`src/rtl/stream_framer.sv`:
```
// Packetizing output stage: re-registers a valid/ready stream and flags out_last on the final
// word of each cfg_length+1 word packet. Define STREAM_FRAMER_COUNT_EN to add sts_frames.
module stream_framer #(
  parameter int DATA_WIDTH = 32,
  parameter int CNTR_WIDTH = 16
) (
  input  logic                  aclk,
  input  logic                  areset,
  input  logic                  cfg_enable,
  input  logic [CNTR_WIDTH-1:0] cfg_length,
  input  logic [DATA_WIDTH-1:0] in_data,
  input  logic                  in_valid,
  output logic                  in_ready,
  output logic [DATA_WIDTH-1:0] out_data,
  output logic                  out_valid,
  input  logic                  out_ready,
  output logic                  out_last,
  output logic                  sts_busy
`ifdef STREAM_FRAMER_COUNT_EN
  ,
  output logic [31:0]           sts_frames
`endif
);

  localparam logic [1:0] IDLE = 2'd0;
  localparam logic [1:0] RUN  = 2'd1;
  localparam logic [1:0] STOP = 2'd2;

  logic [1:0]            state;
  logic [1:0]            state_nxt;
  logic [CNTR_WIDTH-1:0] cnt;
  logic [CNTR_WIDTH-1:0] len_q;
  logic [CNTR_WIDTH-1:0] eff_len;
  logic                  accept;
  logic                  is_last;

  // in_ready never looks at in_valid, so there is no combinational loop through upstream.
  always_comb begin
    in_ready = (state != IDLE) && (!out_valid || out_ready);
    accept   = in_valid && in_ready;
    eff_len  = (cnt == '0) ? cfg_length : len_q;
    is_last  = (cnt == eff_len);
    sts_busy = (state != IDLE) || out_valid;
  end

  always_comb begin
    state_nxt = state;
    case (state)
      IDLE: begin
        if (cfg_enable) state_nxt = RUN;
      end
      RUN: begin
        if (!cfg_enable) begin
          if (accept) begin
            state_nxt = is_last ? IDLE : STOP;
          end else begin
            state_nxt = (cnt == '0) ? IDLE : STOP;
          end
        end
      end
      STOP: begin
        // Finish the packet in flight regardless of cfg_enable.
        if (accept && is_last) state_nxt = IDLE;
      end
      default: state_nxt = IDLE;
    endcase
  end

  always_ff @(posedge aclk) begin
    if (areset) begin
      state     <= IDLE;
      cnt       <= '0;
      len_q     <= '0;
      out_data  <= '0;
      out_valid <= 1'b0;
      out_last  <= 1'b0;
    end else begin
      state <= state_nxt;
      if (accept) begin
        if (cnt == '0) len_q <= cfg_length;
        cnt       <= is_last ? '0 : cnt + CNTR_WIDTH'(1);
        out_data  <= in_data;
        out_valid <= 1'b1;
        out_last  <= is_last;
      end else if (out_ready) begin
        out_valid <= 1'b0;
      end
    end
  end

`ifdef STREAM_FRAMER_COUNT_EN
  logic [31:0] frames_q;

  always_ff @(posedge aclk) begin
    if (areset) begin
      frames_q <= '0;
    end else if (out_valid && out_ready && out_last) begin
      frames_q <= frames_q + 32'd1;
    end
  end

  assign sts_frames = frames_q;
`endif

endmodule

```
`config.mk`:
```
export PLATFORM = sky130hd
export DESIGN_NAME = stream_framer
export DESIGN_NICKNAME = d
export VERILOG_FILES = /design/src/rtl/stream_framer.sv
export SDC_FILE = /design/constraint.sdc
export NUM_CORES = 1
export LEC_CHECK = 0
export CAP_MARGIN = 20
export CELL_PAD_IN_SITES_DETAIL_PLACEMENT = 1
export CELL_PAD_IN_SITES_GLOBAL_PLACEMENT = 2
export CORE_ASPECT_RATIO = 1.75
export CORE_MARGIN = 2
export CORE_UTILIZATION = 37
export CTS_BUF_LIST = sky130_fd_sc_hd__clkbuf_2
export CTS_CLUSTER_SIZE = 28
export DETAILED_ROUTE_END_ITERATION = 7
export DONT_BUFFER_PORTS = 1
export PLACE_DENSITY_LB_ADDON = 0.08
export SYNTH_ARGS = -nofsm -noshare
export SYNTH_HDL_FRONTEND = slang
export SYNTH_SLANG_ARGS = --single-unit
```
`constraint.sdc`:
```
create_clock -name aclk -period 2.65 [get_ports aclk]
set_input_delay 0.265 -clock aclk [delete_from_list [all_inputs] [get_ports aclk]]
set_output_delay 0.265 -clock aclk [all_outputs]
set_load 0.01 [all_outputs]
```
### Word-level counts from Yosys, hierarchy flattened

Index checks and enable logic that the tools add are counted.

* $add $sub $neg: 1
* multiplexer cells: 11
* reduce and logical (&&, ||, !) cells: 11
* equality and inequality tests: 6

Operator list (number)
* 2-to-1 mux 16 bit: 2
* adder 16 x 1 -> 16 bit (second input constant): 1
* == test 16 bit: 1
* logical NOT 16 bit: 1
* 2-to-1 mux 2 bit: 6
* inequality test 2 bit (second input constant): 3
* one-hot mux 2 bit (3 select lines): 1
* nonzero test 2 bit: 2
* logical AND 1 bit: 3
* AND reduction 3 bit: 1
* == test 2 x 1 -> 1 bit (second input constant): 1
* == test 2 bit (second input constant): 1
* logical NOT 2 bit: 1
* logical OR 1 bit: 2
* 2-to-1 mux 1 bit: 2
* logical NOT 1 bit: 1

* register bits: 68

### Logic depth before layout (Yosys ltp)

* depth in word-level cells: 7
* mapped depth: 10
* depth with buffers taken out: 8

### Worst setup path after synthesis

No wires, ideal clock.

* path kind: register to register
* start point: register cnt[1]
* end point: register cnt[10]
* arrival time: 1.920 ns
* clock period less this slack: 2.065 ns
* buffers on the path: 3
* slack: 0.585 ns
* required time: 2.505 ns
* stages on the path, launching flop included: 11
* setup time: 0.145 ns
* path through: dfxtp_1 -> clkbuf_1 -> inv_1 -> ha_1 -> nor4b_1 -> nand4_1 -> or4_4 -> buf_6 -> nand2_4 -> buf_12 -> a211oi_2

* longest elaborated chain between the ends: 4

Ends and longest elaborated chain
* start: declaration: line 31 `logic [CNTR_WIDTH-1:0] cnt;`
* start signal: assignment: line 81 `cnt <= is_last ? '0 : cnt + CNTR_WIDTH'(1);`
* branches (longest 3 deep; another with adder 16 x 1 -> 16 bit)
* 2-to-1 mux 16 bit *: line 81

Mark *: on every way between the ends.
A chain may end at the register's enable or synchronous reset.

### Worst setup path in the final report

* start point: register cnt[0]
* end point: register state[1]

* longest elaborated chain between the ends: 7

Ends and longest elaborated chain
* logical NOT 16 bit: line 41, 57
* 2-to-1 mux 16 bit
* == test 16 bit: line 42 `is_last = (cnt == eff_len);`
* 2-to-1 mux 2 bit: line 55 `state_nxt = is_last ? IDLE : STOP;`
* 2-to-1 mux 2 bit: line 54 `if (accept) begin`
* 2-to-1 mux 2 bit: line 53 `if (!cfg_enable) begin`
* one-hot mux 2 bit (3 select lines): line 48 `case (state)`
* end signal: assignment: line 78 `state <= state_nxt;`
* end: declaration: line 29 `logic [1:0] state;`

Parallel ways exist; a longest one is shown, timed or not. The select of a mux whose other input is x is not followed.

==> Flow_metrics.wiki <==
{| class="wikitable"
! Metric !! Value
|-
| Number of port buffers || 0
|-
| Placer's final routability congestion estimate || 0.829
|-
| Count of filler cells inserted in the layout || 985
|-
| Post-layout min period || 2200 ps
|-
| Synth cell types || 40
|-
| Antenna Violating Nets Remaining || 0
|-
| Total number of vias || 2835
|-
| Wire length of the first global-routing pass || 15.4 mm
|-
| Number of DRC markers after the initial detailed-route iteration || 126
|-
| Highest Clock Rate || 0.455 GHz
|-
| Data required time of the critical path || 3060 ps
|-
| Type of origin of the critical path || flop
|-
| Fraction of final layout cells sized beyond drive strength 1 || 9.45%
|-
| Number of enable flip-flop cells after synthesis || 0
|-
| Outcome || finished, final reports clean
|-
| Standard cell core area || 0.00826 mm^2
|-
| Worst min path class || in -> reg
|-
| Synth Flop Type || sky130_fd_sc_hd__dfxtp_1
|-
| Post-route fraction of the period consumed by the critical path || 82.9%
|-
| Worst slew margin relative to its limit || 70.5%
|-
| Via density per instance || 5.39
|-
| Worst Tran Pin Value || 431 ps
|-
| Number of synthesized register bits || 68
|-
| Top cells by area in the synthesized netlist || sky130_fd_sc_hd__dfxtp_1 (43%), sky130_fd_sc_hd__nand2_1 (11%), sky130_fd_sc_hd__a21oi_1 (8.4%), sky130_fd_sc_hd__xnor2_1 (5.3%), sky130_fd_sc_hd__a211oi_2 (4.0%)
|-
| DIE WIDTH || 73.7 um
|-
| TritonCTS sink count || 68
|-
| Syn avg cell area || 8.11 um^2
|-
| Area share of the leading cell type in the synthesized netlist || 43.2%
|-
| Power density relative to cell area || 506 mW/mm^2
|-
| Worst reg2reg setup slack || 450 ps
|-
| Post-synthesis async set-or-reset flop share || 0%
|-
| Multi-input combinational cell area || 0.00160 mm^2
|-
| Core utilization of the finished layout || 46.2%
|-
| DRC || 0
|-
| Arrival time at the worst endpoint || 2610 ps
|-
| First-pass iteration count of the detailed router || 4
|-
| Final setup skew || 23.1 ps
|-
| Antenna cells || 0
|-
| Leakage component of the power || 1.31 nW
|-
| Storage cell area || 0.00136 mm^2
|-
| FP Rows || 44
|-
| Overall track demand over capacity in global routing || 21.6%
|-
| Number of nets in the finished design || 484
|-
| Main combinational cell family by area after synthesis || simple AND/OR/NAND/NOR gates
|-
| Area share of xor/xnor cells in the synthesized design || 8.62%
|-
| Total of warnings raised by yosys || 0
|-
| Synth area leader || sky130_fd_sc_hd__dfxtp_1
|-
| Setup repair after global routing missed its margin || false
|-
| Inserted Clock Buffers || 9
|-
| Cell-by-cell listing of the critical path || inv_1 > ha_1 > nor4b_1 > nand4_1 > or4_4 > nand2_4 > a211oi_1
|-
| Largest net degree at the start of global routing || 69
|-
| Largest incremental delay on the critical path || 630 ps
|-
| Worst skew pair latency || 530 ps
|-
| Slowest cell on the critical path || sky130_fd_sc_hd__or4_4
|-
| Clock transition at path regs || 210 ps
|-
| Overflow after GRT || 0
|-
| Clock tree root buffer cell || sky130_fd_sc_hd__clkbuf_2
|-
| Buffer count from post-CTS setup fixing || 0
|-
| Post-synthesis cell count || 388
|-
| Drt total wl || 9.46 mm
|-
| Starting density of the core || 38.1%
|-
| Worst Setup End Kind || flop
|-
| Compound-cell area share of the yosys netlist || 18.7%
|-
| Boundary pin count || 89
|-
| Final setup fails || 0
|-
| Fraction of synthesized area in multiplexers || 0.318%
|-
| MaxCap Viol Count || 0
|-
| Post-Synthesis Cell Area || 0.00315 mm^2
|-
| Maximum buffer depth of the clock tree || 2
|-
| Layout-stage area growth over the synthesis result || 21.3%
|-
| TritonCTS clock tree || done
|-
| Kind of critical path || reg -> reg
|-
| Die outline area || 0.00929 mm^2
|-
| Height of the chip || 126 um
|-
| Average wire per standard cell || 18.0 um
|-
| Register area share after synthesis || 43.2%
|-
| Number of antenna violations at the first check in global routing || 0
|-
| Final hold viol count || 0
|-
| Most common library cells after synthesis || sky130_fd_sc_hd__nand2_1 (92), sky130_fd_sc_hd__dfxtp_1 (68), sky130_fd_sc_hd__a21oi_1 (53)
|-
| Library cell with the highest instance count after synthesis || sky130_fd_sc_hd__nand2_1
|-
| Synthesized net count || 443
|-
| Number of levels the H-tree was split into || 3
|-
| Simple-gate share of the synthesized area || 22.1%
|-
| Adder-cell share of the synthesized area || 0.795%
|-
| Via count of the first global-routing pass || 3083
|-
| DP Wirelength || 6.45 mm
|-
| Sum of negative setup slack || 0 ps
|-
| Critical path peak fanout || 12
|-
| Final Max Tran Viols || 0
|-
| Worst voltage drop across the vdd grid || 0.000471 V
|}
==> cell type report <==
class / count / area share [%]
tap: 92 / 3.01
sequential: 68 / 35.6
clock inverter: 6 / 1.44
multi-input combinational: 279 / 41.8
clock buffer: 10 / 1.31
timing repair buffer: 61 / 15.8
inverter: 10 / 0.983
==> power breakdown <==
part	switching (W)	leakage [nW]	internal, W	total (W)
combinational	0.000124	0.691	0.000110	0.000234
clock	0.000392	0.0668	0.000212	0.000604
sequential	0.0000367	0.552	0.00106	0.00110
total	0.000553	1.31	0.00138	0.00193
==> worst max-delay path: cells and delay by family (launching register included) <==
| kind | cells | cell delay (ps) |
|---|---|---|
| fa+ha+maj | 1 | 130 |
| simple gates | 4 | 1290 |
| flops | 1 | 430 |
| buf+inv | 1 | 100 |
| compound gates | 1 | 110 |
==> what timing repair did <==
| action | in CTS | in global routing |
|---|---|---|
| hold buffers | 51 | 0 |
| hold endpoints to repair | 68 | 0 |
| resized for setup | 0 | 0 |
==> worst paths after layout <==
kind | startpoint | to | cells past startpoint
setup reg to reg | cnt[0] | state[1] | 7
hold / removal | areset | cnt[3] | 3
hold reg to reg | len_q[11] | len_q[11] | 2
setup / recovery | cnt[0] | state[1] | 7
==> stage by stage <==
stage / instance area (um^2) / total power [W] / setup WS, ps / instances / hold WS, ps
2_1_floorplan: 3150 / 0.00124 / 585 / 388 / 401
3_3_place_gp: 3190 / 0.00127 / 565 / 459 / 339
3_5_place_dp: 3190 / 0.00127 / 514 / 459 / 337
4_1_cts: 3820 / 0.00195 / 451 / 526 / 3.72
5_1_grt: 3820 / 0.00203 / 293 / 526 / 50.6
6_report: 3820 / 0.00193 / 452 / 526 / 23.2
==> kinds of logic after synthesis <==
kind of cell / after synthesis
fa+ha+maj: 2
simple gates: 151
mux: 1
buf+inv: 41
compound gates: 94
xor+xnor: 31
flops: 68
==> routing by layer <==
metal	part of all wire (%)	global-route usage (%)	vias to the layer above
li1	-	-	1395
met1	37	23.2	1348
met2	56	39.2	71
met3	4.7	5.12	21
met4	2.7	8.66	0
met5	0	0	-
==> flip-flops by register name (all words and copies together) (netlist names) <==
register and count:
len_q 16, cnt 16, out_data 32, state 2, out_valid 1, out_last 1
==> cells in the final DEF, fill, tap and decap left out, types with 2 or more instances in the layout <==
cell / count
sky130_fd_sc_hd__a2111oi_0: 3
sky130_fd_sc_hd__nand4_1: 10
sky130_fd_sc_hd__a211oi_1: 2
sky130_fd_sc_hd__buf_4: 10
sky130_fd_sc_hd__xor2_1: 12
sky130_fd_sc_hd__nor2b_1: 5
sky130_fd_sc_hd__and3_1: 2
sky130_fd_sc_hd__o21ai_0: 17
sky130_fd_sc_hd__nor4_1: 4
sky130_fd_sc_hd__clkinv_1: 2
sky130_fd_sc_hd__clkinv_2: 2
sky130_fd_sc_hd__nand2_1: 92
sky130_fd_sc_hd__inv_1: 9
sky130_fd_sc_hd__dfxtp_1: 68
sky130_fd_sc_hd__o211ai_1: 3
sky130_fd_sc_hd__xnor2_1: 19
sky130_fd_sc_hd__a21oi_1: 53
sky130_fd_sc_hd__or3_1: 3
sky130_fd_sc_hd__o22ai_1: 3
sky130_fd_sc_hd__clkbuf_2: 10
sky130_fd_sc_hd__nand2b_1: 4
sky130_fd_sc_hd__nor3_1: 5
sky130_fd_sc_hd__nor3b_1: 2
sky130_fd_sc_hd__a211oi_2: 10
sky130_fd_sc_hd__nand3_1: 4
sky130_fd_sc_hd__dlygate4sd3_1: 50
sky130_fd_sc_hd__nor2_1: 12
sky130_fd_sc_hd__ha_1: 2
(Power assumes the default switching activity.)
